===== src/rtl/wb_sa_pkg.sv =====
// Shared definitions for the Wishbone-to-systolic-array bridge.
// Holds the register offsets, CTRL/STATUS bit positions and a decoded-request
// struct used by the top level.
package wb_sa_pkg;

    // Register offsets within the 256-byte window.
    localparam logic [7:0] OFF_CTRL    = 8'h00;
    localparam logic [7:0] OFF_STATUS  = 8'h04;
    localparam logic [7:0] OFF_RES     = 8'h08;
    localparam logic [7:0] OFF_CH_BASE = 8'h10;

    // CTRL bits.
    localparam int CTRL_ENABLE = 0;
    localparam int CTRL_FLUSH  = 1;
    localparam int CTRL_IRQ_EN = 2;

    // STATUS bits.
    localparam int ST_FULL_LSB     = 0;
    localparam int ST_EMPTY_LSB    = 8;
    localparam int ST_RES_NONEMPTY = 16;
    localparam int ST_OVERFLOW     = 17;
    localparam int ST_UNDERFLOW    = 18;

    // Decoded, accepted bus request (valid only in the cycle it is sampled).
    typedef struct packed {
        logic        rd;   // read inside the window
        logic        wr;   // write inside the window with a non-zero sel
        logic [7:0]  off;  // byte offset within the window
        logic [31:0] dat;  // write data
    } wb_req_t;

    // Offset of the push register for channel k.
    function automatic logic [7:0] ch_offset(input int k);
        return OFF_CH_BASE + 8'(4 * k);
    endfunction

endpackage


===== src/rtl/sync_fifo.sv =====
// Synchronous first-word-fall-through FIFO.
// Ports:
//   clk, rst_n    clock, synchronous active-low reset
//   push, din     write an entry (ignored when full)
//   pop           retire the head (ignored when empty)
//   flush         empty the FIFO; wins over a same-cycle push/pop
//   full, empty   occupancy flags
//   head          current head entry (meaningful only when !empty)
module sync_fifo #(
    parameter int WIDTH = 8,
    parameter int DEPTH = 4
) (
    input  logic             clk,
    input  logic             rst_n,
    input  logic             push,
    input  logic             pop,
    input  logic             flush,
    input  logic [WIDTH-1:0] din,
    output logic             full,
    output logic             empty,
    output logic [WIDTH-1:0] head
);
    localparam int AW = $clog2(DEPTH);

    logic [WIDTH-1:0] mem [DEPTH];
    // One extra wrap bit distinguishes full from empty when the indices match.
    logic [AW:0]      wr_ptr, rd_ptr;
    logic             do_push, do_pop;

    assign empty   = (wr_ptr == rd_ptr);
    assign full    = (wr_ptr[AW] != rd_ptr[AW]) && (wr_ptr[AW-1:0] == rd_ptr[AW-1:0]);
    // Full is judged before any same-cycle pop, so a push into a full FIFO drops.
    assign do_push = push && !full;
    assign do_pop  = pop && !empty;
    assign head    = mem[rd_ptr[AW-1:0]];

    always_ff @(posedge clk) begin
        if (do_push) begin
            mem[wr_ptr[AW-1:0]] <= din;
        end
    end

    always_ff @(posedge clk) begin
        if (!rst_n || flush) begin
            wr_ptr <= '0;
            rd_ptr <= '0;
        end else begin
            if (do_push) wr_ptr <= wr_ptr + 1'b1;
            if (do_pop)  rd_ptr <= rd_ptr + 1'b1;
        end
    end

endmodule


===== src/rtl/wb_systolic_bridge.sv =====
// Wishbone slave feeding N_CH operand streams into a systolic array and
// collecting 32-bit results into a readback FIFO with an interrupt.
// Ports:
//   wb_clk_i, wb_rst_ni         clock, synchronous active-low reset
//   wbs_*                       Wishbone classic slave (single-cycle ack)
//   ch_data_o/valid_o/ready_i   per-channel operand streams (FIFO heads)
//   res_data_i/valid_i/ready_o  result capture stream
//   irq_o                       registered result-available interrupt
module wb_systolic_bridge
    import wb_sa_pkg::*;
#(
    parameter logic [31:0] BASE_ADDR = 32'h3000_0000,
    parameter int          N_CH      = 4,
    parameter int          DATA_W    = 8,
    parameter int          DEPTH     = 4
) (
    input  logic                     wb_clk_i,
    input  logic                     wb_rst_ni,
    input  logic                     wbs_stb_i,
    input  logic                     wbs_cyc_i,
    input  logic                     wbs_we_i,
    input  logic [3:0]               wbs_sel_i,
    input  logic [31:0]              wbs_adr_i,
    input  logic [31:0]              wbs_dat_i,
    output logic                     wbs_ack_o,
    output logic [31:0]              wbs_dat_o,
    output logic [N_CH*DATA_W-1:0]   ch_data_o,
    output logic [N_CH-1:0]          ch_valid_o,
    input  logic [N_CH-1:0]          ch_ready_i,
    input  logic [31:0]              res_data_i,
    input  logic                     res_valid_i,
    output logic                     res_ready_o,
    output logic                     irq_o
);
    logic        ack, enable, irq_en, overflow, underflow, irq;
    logic [31:0] dat;

    // ------------------------------------------------------------------
    // Request decode. The !ack term guarantees at least one idle cycle
    // between acknowledges even if the master holds stb.
    // ------------------------------------------------------------------
    logic    accept, in_win;
    wb_req_t req;

    assign accept  = wbs_stb_i && wbs_cyc_i && !ack;
    assign in_win  = (wbs_adr_i[31:8] == BASE_ADDR[31:8]);
    assign req.rd  = accept && in_win && !wbs_we_i;
    assign req.wr  = accept && in_win && wbs_we_i && (wbs_sel_i != 4'b0);
    assign req.off = wbs_adr_i[7:0];
    assign req.dat = wbs_dat_i;

    logic ctrl_wr, status_wr, res_rd, flush;
    assign ctrl_wr   = req.wr && (req.off == OFF_CTRL);
    assign status_wr = req.wr && (req.off == OFF_STATUS);
    assign res_rd    = req.rd && (req.off == OFF_RES);
    // Flush acts at the same edge that samples the CTRL write, so the FIFOs
    // are already empty in the ack cycle; the bit itself is never stored.
    assign flush     = ctrl_wr && req.dat[CTRL_FLUSH];

    // ------------------------------------------------------------------
    // Operand channels
    // ------------------------------------------------------------------
    logic [N_CH-1:0]             ch_wr, ch_push, ch_pop, ch_full, ch_empty;
    logic [N_CH-1:0][DATA_W-1:0] ch_head;

    for (genvar k = 0; k < N_CH; k++) begin : g_ch
        assign ch_wr[k]      = req.wr && (req.off == ch_offset(k));
        assign ch_push[k]    = ch_wr[k] && !ch_full[k];
        assign ch_valid_o[k] = enable && !ch_empty[k];
        assign ch_pop[k]     = ch_valid_o[k] && ch_ready_i[k];

        sync_fifo #(.WIDTH(DATA_W), .DEPTH(DEPTH)) u_ch_fifo (
            .clk   (wb_clk_i),
            .rst_n (wb_rst_ni),
            .push  (ch_push[k]),
            .pop   (ch_pop[k]),
            .flush (flush),
            .din   (req.dat[DATA_W-1:0]),
            .full  (ch_full[k]),
            .empty (ch_empty[k]),
            .head  (ch_head[k])
        );
    end

    assign ch_data_o = ch_head;

    // ------------------------------------------------------------------
    // Result FIFO
    // ------------------------------------------------------------------
    logic        res_full, res_empty, res_push, res_pop;
    logic [31:0] res_head;

    // Held low during reset so no result is taken while the bridge is down.
    assign res_ready_o = wb_rst_ni && !res_full;
    assign res_push    = res_valid_i && res_ready_o;
    assign res_pop     = res_rd && !res_empty;

    sync_fifo #(.WIDTH(32), .DEPTH(DEPTH)) u_res_fifo (
        .clk   (wb_clk_i),
        .rst_n (wb_rst_ni),
        .push  (res_push),
        .pop   (res_pop),
        .flush (flush),
        .din   (res_data_i),
        .full  (res_full),
        .empty (res_empty),
        .head  (res_head)
    );

    // ------------------------------------------------------------------
    // Status / read mux
    // ------------------------------------------------------------------
    logic [7:0]  st_full, st_empty;
    logic [31:0] status_word, rdata;

    // Channels beyond N_CH report as permanently empty, never full.
    always_comb begin
        st_full  = '0;
        st_empty = '1;
        for (int k = 0; k < N_CH; k++) begin
            st_full[k]  = ch_full[k];
            st_empty[k] = ch_empty[k];
        end
    end

    always_comb begin
        status_word                              = '0;
        status_word[ST_FULL_LSB  +: 8]           = st_full;
        status_word[ST_EMPTY_LSB +: 8]           = st_empty;
        status_word[ST_RES_NONEMPTY]             = !res_empty;
        status_word[ST_OVERFLOW]                 = overflow;
        status_word[ST_UNDERFLOW]                = underflow;
    end

    always_comb begin
        rdata = '0;
        if (req.rd) begin
            case (req.off)
                OFF_CTRL: begin
                    rdata[CTRL_ENABLE] = enable;
                    rdata[CTRL_IRQ_EN] = irq_en;
                end
                OFF_STATUS: rdata = status_word;
                OFF_RES:    rdata = res_empty ? 32'h0 : res_head;
                default:    rdata = '0;
            endcase
        end
    end

    // ------------------------------------------------------------------
    // Registers
    // ------------------------------------------------------------------
    always_ff @(posedge wb_clk_i) begin
        if (!wb_rst_ni) begin
            ack       <= 1'b0;
            dat       <= '0;
            enable    <= 1'b0;
            irq_en    <= 1'b0;
            overflow  <= 1'b0;
            underflow <= 1'b0;
            irq       <= 1'b0;
        end else begin
            ack <= accept;
            dat <= rdata;
            irq <= irq_en && !res_empty;

            if (ctrl_wr) begin
                enable <= req.dat[CTRL_ENABLE];
                irq_en <= req.dat[CTRL_IRQ_EN];
            end

            // Set and clear come from different requests, so they never collide.
            if (|(ch_wr & ch_full))
                overflow <= 1'b1;
            else if (status_wr && req.dat[ST_OVERFLOW])
                overflow <= 1'b0;

            if (res_rd && res_empty)
                underflow <= 1'b1;
            else if (status_wr && req.dat[ST_UNDERFLOW])
                underflow <= 1'b0;
        end
    end

    assign wbs_ack_o = ack;
    assign wbs_dat_o = dat;
    assign irq_o     = irq;

endmodule


===== config.mk =====
export PLATFORM = sky130hd
export DESIGN_NAME = wb_systolic_bridge
export DESIGN_NICKNAME = d
export VERILOG_FILES = /design/src/rtl/wb_sa_pkg.sv /design/src/rtl/sync_fifo.sv /design/src/rtl/wb_systolic_bridge.sv
export SDC_FILE = /design/constraint.sdc
export NUM_CORES = 1
export LEC_CHECK = 0
export CELL_PAD_IN_SITES_DETAIL_PLACEMENT = 1
export CELL_PAD_IN_SITES_GLOBAL_PLACEMENT = 1
export CORE_UTILIZATION = 45
export CTS_CLUSTER_DIAMETER = 120
export DETAILED_ROUTE_END_ITERATION = 12
export HOLD_SLACK_MARGIN = 0.08
export PLACE_DENSITY = 0.83
export SLEW_MARGIN = 30
export SYNTH_ARGS = -nofsm -noshare
export SYNTH_HDL_FRONTEND = slang
export SYNTH_SLANG_ARGS = --single-unit

===== constraint.sdc =====
create_clock -name wb_clk_i -period 5.2 [get_ports wb_clk_i]
set_input_delay 1.04 -clock wb_clk_i [delete_from_list [all_inputs] [get_ports wb_clk_i]]
set_output_delay 1.04 -clock wb_clk_i [all_outputs]
set_load 0.02 [all_outputs]

# Word-level counts from Yosys, hierarchy flattened
# Memory sizes are Yosys's and may differ from the RTL's. A register that Yosys moved wholly into a read port is not among the register bits.
# Cells that the tools add are included.
word_totals:
  register_bits: 68
  mem_bits_rw: 256
  inputBits: 110
  elab_cells: 152
  mem_count: 5
memory_table:
  columns: ["name", "depth", "word_bits", "rd", "rd_clocked_by_memory_dff", "write_ports", "line_no", "rtl"]
  rows:
  - ["u_res_fifo.mem", 4, 32, 1, 1, 1, "sync_fifo.sv:25", "logic [WIDTH-1:0] mem [DEPTH];"]
  - ["g_ch[0].u_ch_fifo.mem", 4, 8, 1, 1, 1, "sync_fifo.sv:25", null]
  - ["g_ch[1].u_ch_fifo.mem", 4, 8, 1, 1, 1, "sync_fifo.sv:25", null]
  - ["g_ch[2].u_ch_fifo.mem", 4, 8, 1, 1, 1, "sync_fifo.sv:25", null]
  - ["g_ch[3].u_ch_fifo.mem", 4, 8, 1, 1, 1, "sync_fifo.sv:25", null]
op_classes:
  add_sub_neg: 10
  n_eq_ne: 22
  mux: 29
  bitwise_logic: 1
  n_reduce_logical: 68
ops:
  columns: ["operator", "count"]
  rows:
  - ["$pmux W29 S2", 1]
  - ["$logic_and A1 B1 Y1", 48]
  - ["$eq A8 B5 Y1 const B", 4]
  - ["$mux W32", 1]
  - ["$add A3 B1 Y3 const B", 10]
  - ["$eq A24 B22 Y1 const B", 1]
  - ["$mux W2", 10]
  - ["$eq A3 B3 Y1", 5]
  - ["$mux W1", 14]
  - ["$logic_not A1 Y1", 13]
  - ["$eq A2 B2 Y1", 5]
  - ["$eq A8 B3 Y1 const B", 1]
  - ["$eq A8 B4 Y1 const B", 1]
  - ["$logic_not A8 Y1", 1]
  - ["$pmux W1 S3", 2]
  - ["$ne A1 B1 Y1", 5]
  - ["$and A4 B4 Y4", 1]
  - ["$reduce_bool A2 Y1", 2]
  - ["$reduce_bool A4 Y1", 1]
  - ["$reduce_or A4 Y1", 1]
  - ["$pmux W1 S2", 1]
  - ["$reduce_and A2 Y1", 1]
  - ["$logic_or A1 B1 Y1", 1]

# Longest topological paths before layout
depth:
  ltp_word: 10
  ltp_mapped: 7
  depth_no_buf: 6

# By module
# A second synthesis with hierarchy kept.
unflattened:
  cells_unflattened: 838
  hier_area_um2: 13714.4
by_module_without_submodules:
  columns: ["mod", "instances", "cells_per_inst", "area_per_inst_um2", "seq_area_each_um2"]
  rows:
  - ["sync_fifo (g_ch[0].u_ch_fifo ...)", 4, 109, 1737.9, 1121.1]
  - ["sync_fifo (u_res_fifo)", 1, 234, 5183.7, 4003.8]
  - ["wb_systolic_bridge", 1, 168, 1579.0, 760.7]

# Worst setup path after synthesis
# Ideal clock, no wire load.
synth_path:
  path_kind: "input to register"
  startpoint: "input wb_rst_ni"
  endpoint: "memory u_res_fifo.mem[3][0], enable pin"
  setup_ps: 394
  arrival_ps: 2538
  slack_ps: 2268
  cell_stages: 3
  n_path_buf: 1
  cell_sequence: "clkbuf_1 o31a_1 and3_1"
synth_via:
  elab_chain_len: 5
synth_rtl:
  columns: ["item", "line_no", "rtl"]
  rows:
  - ["from (decl)", "wb_systolic_bridge.sv:18", "input logic wb_rst_ni,"]
  - ["$logic_and A1 B1 Y1", "wb_systolic_bridge.sv:94", "assign res_ready_o = wb_rst_ni && !res_full;"]
  - ["named net res_ready_o", "wb_systolic_bridge.sv:32", "output logic res_ready_o,"]
  - ["$logic_and A1 B1 Y1", "wb_systolic_bridge.sv:95", "assign res_push = res_valid_i && res_ready_o;"]
  - ["$logic_and A1 B1 Y1", "sync_fifo.sv:33", "assign do_push = push && !full;"]
  - ["$mux W1", "sync_fifo.sv:38", "if (do_push) begin"]
  - ["$mux W1 (implied by the code)", "sync_fifo.sv:39", "mem[wr_ptr[AW-1:0]] <= din;"]
  - ["to (decl)", "sync_fifo.sv:25", null]
# The timed path passes the listed nets, and every way through them passes these cells.

# Worst setup path after layout
layout_path:
  startpoint: "input wb_rst_ni"
  endpoint: "output res_ready_o"
layout_via:
  elab_chain_len: 1
layout_rtl:
  columns: ["item", "line_no"]
  rows:
  - ["$logic_and A1 B1 Y1", "wb_systolic_bridge.sv:94"]
  - ["to (decl)", "wb_systolic_bridge.sv:32"]
# Every way passes these cells.

==> implementation parameters <==
Parameter                              Value

Outcome
  Status ... completed

Timing
  Total Neg Setup Slack ... 0 ns
  Setup violations, final ... 0
  Smallest hold slack ... 0.489 ns
  RSZ-0062 raised after global routing ... false
  Number of endpoints with negative hold slack in the final report ... 0
  Worst slew margin ... 40.2%
  Clock skew after layout ... between 0.015 and 0.02 ns
  Minimum clock period ... 3.80 ns
  Slew of the pin with the lowest slew margin ... 0.897 ns
  Post-route fraction of the period consumed by the critical path ... about three quarters
  Maximum achievable frequency ... roughly 260 MHz
  Number of pins exceeding their max-slew limit in the final report ... 0

Yosys
  Avg Inst Size Synth ... 18.1 um2
  Share of synthesized flip-flops with an asynchronous set or reset ... 0%
  Number of library cell types mapped by synthesis ... 49
  Area fraction of the dominant cell type after synthesis ... between 50% and 60%
  Most used flip-flop cell after synthesis ... edfxtp_1
  Yosys Warn Count ... 0
  Net count after synthesis ... 851
  Sequential cell area fraction in the yosys report ... 71.3%
  Synth cell count leaders ... edfxtp_1, dfxtp_1, mux4_2, nor2_1, ha_1
  Most instantiated library cell after synthesis ... edfxtp_1
  Biggest area contributors in the synthesized netlist ... edfxtp_1, dfxtp_1, mux4_2
  Post-Synthesis Cells ... 716
  FF+latch count, synth ... about 330
  Netlist area before placement ... 13000 um2
  Cell type contributing the most total cell area after synthesis ... edfxtp_1
  Number of synthesized flops with an enable pin ... 256

Power and ir drop
  Int Power ... about 4.5 mW
  Sequential power share ... 51.9%
  Portion of total power attributed to combinational logic ... 2.9%
  Share of power burned in the clock network ... 45.2%
  Total Power ... approximately 5.6 mW
  Switching power summed over all nets ... 1.07 mW
  Areal power density over the cells ... 347 nW/um2
  Max rail drop VDD ... 0.287 mV
  Static power due to leakage ... around 5.3 nW
  Switching share of power ... 19.1%

Final layout
  Post-route design area ... 16100 um2
  Number of nets at the end of the flow ... 1026
  Share of final-layout standard cells stronger than drive strength 1 ... 15.4%
  Signed area change from the synthesized netlist to the final layout ... 24.3%
  Count of inserted antenna diode cells ... 0

Placed design
  HPWL after DPL ... ~20000 um
  Number of port buffers ... between 150 and 200
  Routability Congestion ... between 0.7 and 0.8
  DP Area ... approximately 15000 um2

Clock network
  Master cell of the clock root buffer ... clkbuf_16
  TritonCTS clock tree ... built
  Clock latency of the later-clocked register in the worst-skew pair ... 0.50 ns
  Maximum count of clock buffers along a single path ... 3
  H-tree lvl count ... 2
  CTS Hold Buffers Added ... 0
  Number of gates given a new drive strength after cts ... 0
  Number of buffers created by CTS ... 35
  Number of clock sinks seen by CTS ... 334
  Post-CTS setup buffer count ... 0
  Reg clk slew, reported paths ... 0.06 ns

Hold path
  Beginning of the worst hold path ... irq_en$_SDFFE_PN0P_
  Hold crit path type ... flip-flop to flip-flop
  Worst min-delay path endpoint ... irq_o$_SDFF_PN0_
  Hold Path Depth ... 2

Global routing
  Global-route wire length before repair ... around 44000 um
  Largest net degree at the start of global routing ... 36
  Via count of the first global-routing pass ... 7572
  All-layer global routing usage ... 20.4%
  Remaining Overflow, GRT ... 0
  Number of antenna violations at the first check in global routing ... 2

Critical path
  Worst R2R End ... g_ch[3].u_ch_fifo.mem[2][0]$_DFFE_PP_
  Largest delay share family, worst path ... buffers and inverters
  Startpoint of the worst-slack reg-to-reg timing path ... wbs_ack_o$_SDFF_PN0_
  Worst-path cell with the longest stage delay ... clkdlybuf4s50_1
  Data arrival time of the worst path ... 2.76 ns
  Most common cell type on the critical path ... clkdlybuf4s50_1
  Number of cells on the worst reg-to-reg path ... 4
  Crit-path max cell delay ... 0.74 ns
  Register-to-register setup slack ... about 2.9 ns
  Series of cell instances along the critical path ... clkdlybuf4s50_1 > o31a_1 > clkdlybuf4s50_1
  Number of buffers and inverters on the critical path ... 2
  Critical-path maximum fanout ... 10
  Critical setup path kind ... primary input to primary output
  Data required time at the worst endpoint ... between 4 and 5 ns
  Critical Path Sink Type ... primary output
  Type of element launching the critical path ... primary input

Floorplan
  Placeable core area ... ~28000 um2
  DIE WIDTH ... between 150 and 200 um
  Num rows ... 61
  I/O pin cnt ... 181
  DIE AREA ... around 29000 um2
  Die Height ... 172 um
  Starting utilization of the core area ... a little under half

Routing
  DRC marker count from the first detailed-route iteration ... 487
  Iteration count of the initial detailed-routing pass ... 4
  Detail-routed via count per cell ... 5.36
  Remaining DRCs ... 0
  Final antenna-violating net count ... 0
  Total via count in the routed design ... 6935
  Average wire per standard cell ... 22.6 um
  Detailed Route WL ... 29200 um

Job
  Max-capacitance violation count ... 0
[worst register-to-register path, delay by kind of cell (launching register included)]
kind | cells | cell delay [ns]
and+or+nand+nor | 4 | 1.59
DFF | 1 | 0.32
[placed cells by master, fill, tap and decap left out, types with 3 or more instances in the layout]
cell type	instances
edfxtp_1	256
clkdlybuf4s50_1	158
dfxtp_1	77
mux4_2	64
nor2_1	52
clkbuf_16	37
ha_1	25
xnor2_1	24
nor2b_1	21
xor2_1	17
and2_1	15
clkbuf_1	15
nand2_1	13
inv_1	12
mux2i_1	12
a21oi_1	11
nand3_1	10
nor3_1	9
nor4_1	7
nor4_4	6
buf_4	6
a22oi_1	5
a31oi_1	4
o311ai_0	4
and3_1	4
bufinv_16	4
nand4_1	3
and3_2	3
and4_1	3
a21bo_2	3
clkbuf_8	3
[cells by family (layout without fill, tap and decap cells)]
logic type | count (synthesis) | count (layout) | share of synthesized area (%)
buffers and inverters | 38 | 239 | 1.30
muxes | 77 | 77 | 12.1
adders and majority gates | 25 | 25 | 2.41
xor gates and xnor gates | 41 | 41 | 2.77
DFF | 334 | 334 | 71.3
and+or+nand+nor | 165 | 165 | 8.03
AOI/OAI and AO/OA | 36 | 36 | 2.02
[power by group through the flow]
stage                     clock network [mW]  logic, mW  registers [mW]
after CTS                               2.58      0.163            2.90
after global placement                     0      0.154            2.96
after detailed placement                   0      0.162            2.96
final                                   2.53      0.161            2.90
after global routing                    2.66      0.172            2.90
after floorplan                            0     0.0472            2.96
[worst max path at each step]
| stage | from | endpoint | slack, ns | cells past startpoint |
|---|---|---|---|---|
| floorplan | wb_rst_ni | u_res_fifo.mem[3][0]$_DFFE_PP_ | 2.27 | 3 |
| global placement | wbs_adr_i[4] | flip-flop | 1.42 | 6 |
| detailed placement | wbs_adr_i[3] | g_ch[1].u_ch_fifo.mem[0][3]$_DFFE_PP_ | 1.35 | 5 |
| CTS | wb_rst_ni | res_ready_o | 1.41 | 3 |
| global route | wb_rst_ni | res_ready_o | 1.32 | 3 |
| finish | wb_rst_ni | res_ready_o | 1.40 | 3 |
[registers in the layout (all words and copies together) (netlist names), 3 cells and up, named ones only]
name	count
g_ch.u_ch_fifo.rd_ptr	12
u_res_fifo.rd_ptr	3
u_res_fifo.wr_ptr	3
g_ch.u_ch_fifo.wr_ptr	12
u_res_fifo.mem	128
wbs_dat_o	32
g_ch.u_ch_fifo.mem	128
[per-stage QoR]
stage / util [%] / cells / setup slack (ns)
2_1_floorplan: - / 716 / 2.27
3_3_place_gp: 53.2 / 1232 / 1.42
3_5_place_dp: 53.2 / 1232 / 1.35
4_1_cts: 57.4 / 1295 / 1.41
5_1_grt: 57.4 / 1295 / 1.32
6_report: 57.4 / 1295 / 1.40
[cell type report]
cell class	instances	area (um2)
flip-flops and latches	334	9250
clock inverters	8	140
well taps	378	473
fillers	2553	12000
inverters	12	45.0
repair buffers	164	1630
clock buffers	55	1020
multi-input cells	344	3560
[per-layer routing]
| metal | wire length (um) | track usage (%) | vias up |
|---|---|---|---|
| met5 | 25 | 0 | - |
| met4 | 533 | 5.54 | 4 |
| met3 | 1980 | 5.59 | 50 |
| met2 | 15200 | 36.6 | 195 |
| met1 | 11500 | 24.0 | 3543 |
| li1 | - | - | 3143 |
(Power assumes the default switching activity.)
